File: src/rtl/ks8_mpadd_arb.sv
// ks8_mpadd_arb: two-requester arbiter sharing one 8-bit Kogge-Stone slice for byte-serial multi-precision add.
// Operands are latched on accept; one limb is added per RUN cycle through a registered carry.
module ks8 (
    input  logic [7:0] x1,
    input  logic [7:0] x2,
    input  logic       cin,
    output logic [7:0] s,
    output logic       cout
);
    logic [7:0] p, g0, g1, p1, g2, p2, g3;
    assign p  = x1 ^ x2;
    // Fold carry-in into bit 0's generate so the prefix tree yields carries including cin
    assign g0 = (x1 & x2) | {7'b0, p[0] & cin};
    assign g1 = g0 | (p & {g0[6:0], 1'b0});
    assign p1 = p & {p[6:0], 1'b1};
    assign g2 = g1 | (p1 & {g1[5:0], 2'b0});
    assign p2 = p1 & {p1[5:0], 2'b11};
    assign g3 = g2 | (p2 & {g2[3:0], 4'b0});
    assign s    = p ^ {g3[6:0], cin};
    assign cout = g3[7];
endmodule

module ks8_mpadd_arb #(
    parameter int WORDS = 4
) (
    input  logic                 clk,
    input  logic                 rst_n,
    input  logic                 req0_valid,
    output logic                 req0_ready,
    input  logic [8*WORDS-1:0]   req0_a,
    input  logic [8*WORDS-1:0]   req0_b,
    input  logic                 req0_cin,
    input  logic                 req1_valid,
    output logic                 req1_ready,
    input  logic [8*WORDS-1:0]   req1_a,
    input  logic [8*WORDS-1:0]   req1_b,
    input  logic                 req1_cin,
    output logic                 res_valid,
    input  logic                 res_ready,
    output logic [8*WORDS-1:0]   res_sum,
    output logic                 res_cout,
    output logic                 res_id,
    output logic                 busy
);
    localparam int W  = 8 * WORDS;
    localparam int IW = WORDS > 1 ? $clog2(WORDS) : 1;
    typedef enum logic [1:0] {IDLE, RUN, DONE} state_t;
    state_t state, state_nxt;
    logic [W-1:0] opa, opb, sum;
    logic [IW-1:0] idx;
    logic [7:0] s;
    logic carry, id, rr_last, gnt, any_req, accept, last, s_cout;
    assign any_req = req0_valid | req1_valid;
    assign gnt     = (req0_valid & req1_valid) ? ~rr_last : req1_valid;
    assign accept  = (state == IDLE) & any_req;
    assign last    = idx == IW'(WORDS - 1);
    ks8 u_add (
        .x1  (opa[8*idx +: 8]),
        .x2  (opb[8*idx +: 8]),
        .cin (carry),
        .s   (s),
        .cout(s_cout)
    );
    always_ff @(posedge clk or negedge rst_n) begin
        if (!rst_n) state <= IDLE;
        else        state <= state_nxt;
    end
    always_comb begin
        state_nxt = state == IDLE ? (any_req ? RUN : IDLE) :
                    state == RUN  ? (last ? DONE : RUN) :
                    (res_ready ? IDLE : DONE);
    end
    always_comb begin
        busy       = state != IDLE;
        res_valid  = state == DONE;
        req0_ready = accept & ~gnt;
        req1_ready = accept & gnt;
        res_sum    = sum;
        res_cout   = carry;
        res_id     = id;
    end
    always_ff @(posedge clk or negedge rst_n) begin
        if (!rst_n) begin
            opa     <= '0;
            opb     <= '0;
            sum     <= '0;
            carry   <= 1'b0;
            idx     <= '0;
            id      <= 1'b0;
            rr_last <= 1'b1;
        end else begin
            if (accept) begin
                opa   <= gnt ? req1_a : req0_a;
                opb   <= gnt ? req1_b : req0_b;
                carry <= gnt ? req1_cin : req0_cin;
                id    <= gnt;
                idx   <= '0;
            end
            if (state == RUN) begin
                sum[8*idx +: 8] <= s;
                carry           <= s_cout;
                if (!last) idx <= idx + 1'b1;
            end
            if (state == DONE && res_ready) rr_last <= id;
        end
    end
endmodule

File: config.mk
export PLATFORM = sky130hd
export DESIGN_NAME = ks8_mpadd_arb
export DESIGN_NICKNAME = d
export VERILOG_FILES = /design/src/rtl/ks8_mpadd_arb.sv
export SDC_FILE = /design/constraint.sdc
export NUM_CORES = 1
export LEC_CHECK = 0
export ABC_CLOCK_PERIOD_IN_PS = 2900
export CAP_MARGIN = 20
export CORE_ASPECT_RATIO = 0.6
export CORE_MARGIN = 1
export CORE_UTILIZATION = 42
export CTS_BUF_LIST = sky130_fd_sc_hd__clkbuf_8
export DETAILED_ROUTE_END_ITERATION = 10
export GPL_ROUTABILITY_DRIVEN = 0
export PLACE_DENSITY = 0.79
export SYNTH_ARGS = -nofsm -noshare
export SYNTH_HDL_FRONTEND = slang
export SYNTH_SLANG_ARGS = --single-unit
export TNS_END_PERCENT = 10
File: constraint.sdc
create_clock -name clk -period 2.9 [get_ports clk]
set_clock_uncertainty 0.15 [all_clocks]
set_input_delay 0.725 -clock clk [delete_from_list [all_inputs] [get_ports clk]]
set_output_delay 0.725 -clock clk [all_outputs]
set_load 0.1 [all_outputs]
==> flow_metrics.tcl, run 1 <==
set metrics [dict create \
    ys_seq_area_share_pct 52.8 \
    rows 30 \
    synth_cell_types 40 \
    finish.instance_area_um2 7030 \
    cpMostUsedCell "buf_4" \
    place_area_um2 6770 \
    area_delta_synth_final_pct 44.0 \
    cap_violations 0 \
    num_io_pins 173 \
    critPathMaxFanout 8 \
    path_cells "buf_4 -> mux4_2 -> ha_1 -> a211oi_2 -> o31ai_4 -> a2111oi_2 -> nor3_2 -> buf_4 -> o21ai_1" \
    io_buffers 172 \
    grt_pass1_wl_mm 22.6 \
    clkTransAtPathRegs_ps 100 \
    drt_iter0_drc 490 \
    crit_family "compound AO/OA/AOI/OAI gates" \
    tightestPinTransition_ps 658 \
    grt.overflow.total 0 \
    synthArstFlopShare_pct 100 \
    synth_most_common_cell "dfrtp_1" \
    critPathSlowestCell "mux4_2" \
    yosys-top-cells-area "dfrtp_1 52%, a222oi_1 13%, mux4_2 7.4%" \
    ys_seq_elements 103 \
    worstPathArrival_ps 3030 \
    slew_viol_final 0 \
    die_area_um2 12100 \
    die_y_um 85.5 \
    n_fill_cell 885 \
    cts_made_buffers 9 \
    htreeDepth 3 \
    die_width_um 141 \
    finalCritPeriodShare_pct 99.5 \
    fin_nets 727 \
    power_density_nw_per_um2 1380 \
    netlist_area_um2 4880 \
    period_minus_slack_ps 2890 \
    slew_headroom_pct 56.1 \
    crit_path_start_kind "flop" \
    clk_latency_ps 370 \
    grt_pass1_vias 4285 \
    antenna_found_initial 0 \
    vias 4189 \
    cts_tree "done" \
    dr.pass1.iters 7 \
    synth_top_area_cell "dfrtp_1" \
    max_stage_delay_ps 560 \
    crit_buf_inv 2 \
    rsz0062_at_grt "yes" \
    synth.net_count 552 \
    drc_errors 0 \
    numClockSinks 103 \
    synth_edf_count 0 \
    setup_viol 0 \
    cellLeakagePower_nw 3.33 \
    fin_cells 741 \
    netlist.area_leader.share_pct 52.3 \
    floorplan.initialDensity_pct 43.2 \
    hpwl_mm 10.9 \
    cts_buffer_depth 2 \
    ys_top_cells_by_count "102 x dfrtp_1, 72 x inv_1, 64 x a222oi_1" \
    grt_max_degree 66 \
    holdCritPathClass "in -> async" \
    synth_warnings 0 \
    dp_cells 724 \
    antenna_cells 0 \
    ant_nets 0 \
    tns_ps 0 \
    track_usage_pct 24.9 \
    wirelength_mm 14.3 \
    core-area_um2 11300 \
    worstPathRequired_ps 3040 \
    vias_per_cell 5.65 \
    wire_per_inst_um 19.3 \
    endpoint_kind "flop" \
    synthFlopType "dfrtp_1" \
    drive_gt1_share_pct 19.4 \
    root_buffer "clkbuf_8" \
    path_class "reg -> reg" \
    syn_avg_cell_area_um2 12.1 \
    fmax_ghz 0.347 \
    finalHoldViolations 0 \
    synth_cells 402 \
    vdd.ir_drop.worst_mv 0.658 \
    outcome "finished, final reports clean" \
]
## repair_timing
action	in CTS	in global routing
buffers inserted	0	2
pin swaps	1	4
endpoints found under the setup margin	17	17
resized for setup	7	10
hold buffers	0	0
## placed cells by master (no fill, tap or decap), types with 2 or more instances in the layout
| cell type | netlist | final |
|---|---|---|
| a21o_1 | 2 | 2 |
| a21oi_1 | 6 | 3 |
| a21oi_2 | 0 | 3 |
| a222oi_1 | 64 | 64 |
| a22o_1 | 24 | 24 |
| buf_12 | 0 | 4 |
| buf_4 | 4 | 52 |
| clkbuf_8 | 0 | 10 |
| clkdlybuf4s50_1 | 0 | 133 |
| dfrtp_1 | 102 | 101 |
| fa_2 | 0 | 2 |
| ha_1 | 13 | 12 |
| inv_1 | 72 | 73 |
| inv_6 | 0 | 2 |
| mux4_2 | 16 | 16 |
| nand2_1 | 19 | 19 |
| nand2_2 | 3 | 3 |
| nor2_1 | 9 | 7 |
| nor2_4 | 0 | 2 |
| nor3_2 | 2 | 2 |
| o21ai_0 | 12 | 11 |
| o21ai_1 | 6 | 6 |
| xnor2_1 | 3 | 2 |
| xor2_2 | 0 | 2 |
## worst paths after layout
path	from	to	slack, ps	cells past startpoint
max in group asynchronous	rst_n	res_sum[23]	1720	2
max	idx[0]	res_sum[23]	10	9
min	rst_n	opa[6]	190	1
max reg2reg	idx[0]	res_sum[23]	10	9
min in group clk	res_sum[26]	res_sum[26]	350	2
min reg2reg	res_sum[26]	res_sum[26]	350	2
## power breakdown
group          internal (W)  leakage [nW]  switching (W)
Sequential          0.00209          1.31       0.000437
Clock              0.000333        0.0903       0.000483
Combinational       0.00239          1.92        0.00399
Total               0.00481          3.33        0.00491
## sequential cells by signal (all words and copies together) (netlist names)
name and cells:
res_id 1, opb 32, state 2, res_sum 32
res_cout 1, idx 2, rr_last 1, opa 32
## layout make-up
class / instances / area, µm² / share of cell area (%)
Inverter: 72 / 270 / 3.84
Tap cell: 160 / 200 / 2.85
Sequential cell: 103 / 2580 / 36.7
Multi-Input combinational cell: 201 / 1990 / 28.4
Clock buffer: 10 / 138 / 1.96
Timing Repair Buffer: 190 / 1810 / 25.8
Clock inverter: 5 / 33.8 / 0.481
## layer usage
layer	share of wire, %	routed length (µm)	GRT usage (%)	up-vias
met4	1.2	165	6.03	0
li1	-	-	-	1896
met2	47	6710	39.5	183
met3	9.3	1330	9.44	14
met5	0	0	0	-
met1	43	6070	32.7	2096
## per-stage QoR
step / util, % / total power (W) / worst slack (ps) / hold WS [ps]
2_1_floorplan: - / 0.00669 / -154 / 279
4_1_cts: 61.7 / 0.00937 / 9.14 / 190
3_3_place_gp: 59.9 / 0.00823 / -85.3 / 325
3_5_place_dp: 59.9 / 0.00844 / -128 / 328
5_1_grt: 62.2 / 0.0103 / -126 / 216
6_report: 62.2 / 0.00972 / 14.4 / 187
## cells by family after synthesis
| logic type | synth area share, % |
|---|---|
| buffers and inverters | 8.20 |
| AND/OR/NAND/NOR | 5.08 |
| XOR/XNOR | 0.897 |
| adder cells (fa/ha/maj) | 4.15 |
| multiplexers | 7.82 |
| AO/OA/AOI/OAI | 21.0 |
| flip-flops | 52.8 |
Power figures use the tool's default switching activity.
==> run 2, diff against run 1 <==
- GPL_TIMING_DRIVEN: not set -> 0
==> run 2 against run 1 <==
The flow now finishes with violations (setup timing). Core utilization is 1.4 points higher. Maximum frequency is 3.7% lower. Sequential power hardly changed. Register-to-register slack worse by 110 ps. Combinational power is 3% higher. First-iteration DRC count is 9.0% higher. Via count is 4.2% higher. Total power is 1.5% higher.
==> flow_metrics.tcl, run 2 (same netlist as run 1, synthesis figures left out) <==
set metrics [dict create \
    cts_buffer_depth 2 \
    root_buffer "clkbuf_8" \
    cap_violations 0 \
    drt_iter0_drc 534 \
    fin_ws_ps -96.1 \
    worstPathArrival_ps 3110 \
    track_usage_pct 26.9 \
    area_delta_synth_final_pct 47.1 \
    drc_errors 0 \
    layout_commonest_cell "clkdlybuf4s50_1" \
    slew_headroom_pct 32.9 \
    cts_tree "done" \
    grt.overflow.total 0 \
    outcome "complete, but fails checks" \
    rows 30 \
    finalCritPeriodShare_pct 103 \
    fin_nets 744 \
    critPathMaxFanout 6 \
    num_io_pins 173 \
    floorplan.initialDensity_pct 43.2 \
    die_y_um 85.5 \
    htreeDepth 3 \
    die_area_um2 12100 \
    endpoint_kind "flop" \
    grt_pass1_wl_mm 24.0 \
    core-area_um2 11300 \
    hpwl_mm 11.9 \
    holdCritPathClass "in -> async" \
    grt_max_degree 62 \
    period_minus_slack_ps 3000 \
    grtUsageMet3_pct 6.70 \
    fmax_ghz 0.334 \
    numClockSinks 103 \
    wirelength_mm 15.5 \
    wire_per_inst_um 20.4 \
    clkTransAtPathRegs_ps 100 \
    post-place-ws_ps -1140 \
    vdd.ir_drop.worst_mv 0.615 \
    slew_viol_final 0 \
    cts_made_buffers 9 \
    n_fill_cell 859 \
    use_met1_pct 36.1 \
    finalHoldViolations 0 \
    io_buffers 172 \
    antenna_cells 0 \
    die_width_um 141 \
    ant_nets 0 \
    drive_gt1_share_pct 14.4 \
    place_area_um2 6830 \
    cellLeakagePower_nw 3.34 \
    dr.pass1.iters 7 \
    path_class "reg -> reg" \
    vias 4363 \
    reg2reg_depth 9 \
    worstPathRequired_ps 3010 \
    finish.instance_area_um2 7180 \
    layout_common_cells "166 x clkdlybuf4s50_1, 102 x dfrtp_1, 73 x inv_1" \
    setup_viol 7 \
    power_density_nw_per_um2 1370 \
    antenna_found_initial 0 \
    r2r-start "idx[0]" \
    r2r-end "res_sum[22]" \
    clk_latency_ps 370 \
    tightestPinTransition_ps 1010 \
    met2_usage_pct 43.8 \
    crit_path_start_kind "flop" \
    final_util_pct 63.6 \
    rsz0062_at_grt "yes" \
    grt-busiest-layer "met2" \
    grt_pass1_vias 4395 \
    violations "setup timing" \
    vias_per_cell 5.76 \
    rrSetupSlack_ps -100 \
]
==> run 2: cell count changes in the layout (fill, tap and decap cells not counted), sizes merged <==
cell / previous run / this run
clkdlybuf4s50: 133 / 166
buf: 57 / 32
clkbuf: 10 / 15
dlygate4sd2: 0 / 2
clkinvlp: 1 / 2
dlymetal6s2s: 0 / 1
==> run 2: per-stage QoR <==
stage / TNS [ps] / instances / total power (W) / hold slack, ps
5_1_grt: -1290 / 758 / 0.0104 / 203
4_1_cts: -117 / 756 / 0.00953 / 194
2_1_floorplan: -867 / 402 / 0.00669 / 279
6_report: -405 / 758 / 0.00987 / 190
3_5_place_dp: -9670 / 735 / 0.00840 / 343
3_3_place_gp: -287040 / 734 / 0.00819 / 321
==> run 2: how the worst max path moves through the flow <==
stage	from	end	slack, ps	cells after the start
floorplan	idx[0]	res_sum[14]	-150	9
global placement	rst_n	opb[30]	-2720	1
detailed placement	req0_valid	req0_ready	-1140	5
CTS	req0_valid	req0_ready	-40	5
global route	idx[0]	res_sum[22]	-160	9
finish	idx[0]	res_sum[22]	-100	9
==> run 2: where the power goes <==
part / switching (W) / total [W] / leakage, nW / internal (W)
clock network: 0.000496 / 0.000808 / 0.0835 / 0.000312
registers: 0.000414 / 0.00250 / 1.32 / 0.00209
logic: 0.00412 / 0.00657 / 1.94 / 0.00245
==> run 2: final cells by class <==
type / instances / area (µm²) / share of cell area [%]
Clock inverter: 6 / 45.0 / 0.627
Buffer: 26 / 168 / 2.33
Timing Repair Buffer: 181 / 1820 / 25.3
Sequential cell: 103 / 2580 / 35.9
Tap cell: 160 / 200 / 2.79
Multi-Input combinational cell: 201 / 1980 / 27.6
Clock buffer: 9 / 124 / 1.72
Inverter: 72 / 270 / 3.76
==> run 2: routing by layer <==
| layer | up-vias | share of wire (%) |
|---|---|---|
| li1 | 1924 | - |
| met2 | 282 | 47 |
| met4 | 0 | 1.6 |
| met1 | 2133 | 41 |
| met5 | - | 0 |
| met3 | 24 | 9.9 |
==> run 2: timing repair <==
| action | 4_1_cts | 5_1_grt |
|---|---|---|
| setup endpoints to repair | 26 | 20 |
| buffers inserted | 6 | 2 |
| hold buffers | 0 | 0 |
| pin swaps | 5 | 11 |
| resized for setup | 34 | 16 |
==> run 2: worst max-delay path, stage by stage (launching register included) <==
cell     delay, ps
dfrtp_1        380
buf_8          140
mux4_2         540
fa_2           420
fa_2           410
a21oi_4        190
o21ai_2         80
a21oi_2        230
xnor2_2        150
a22o_1         200
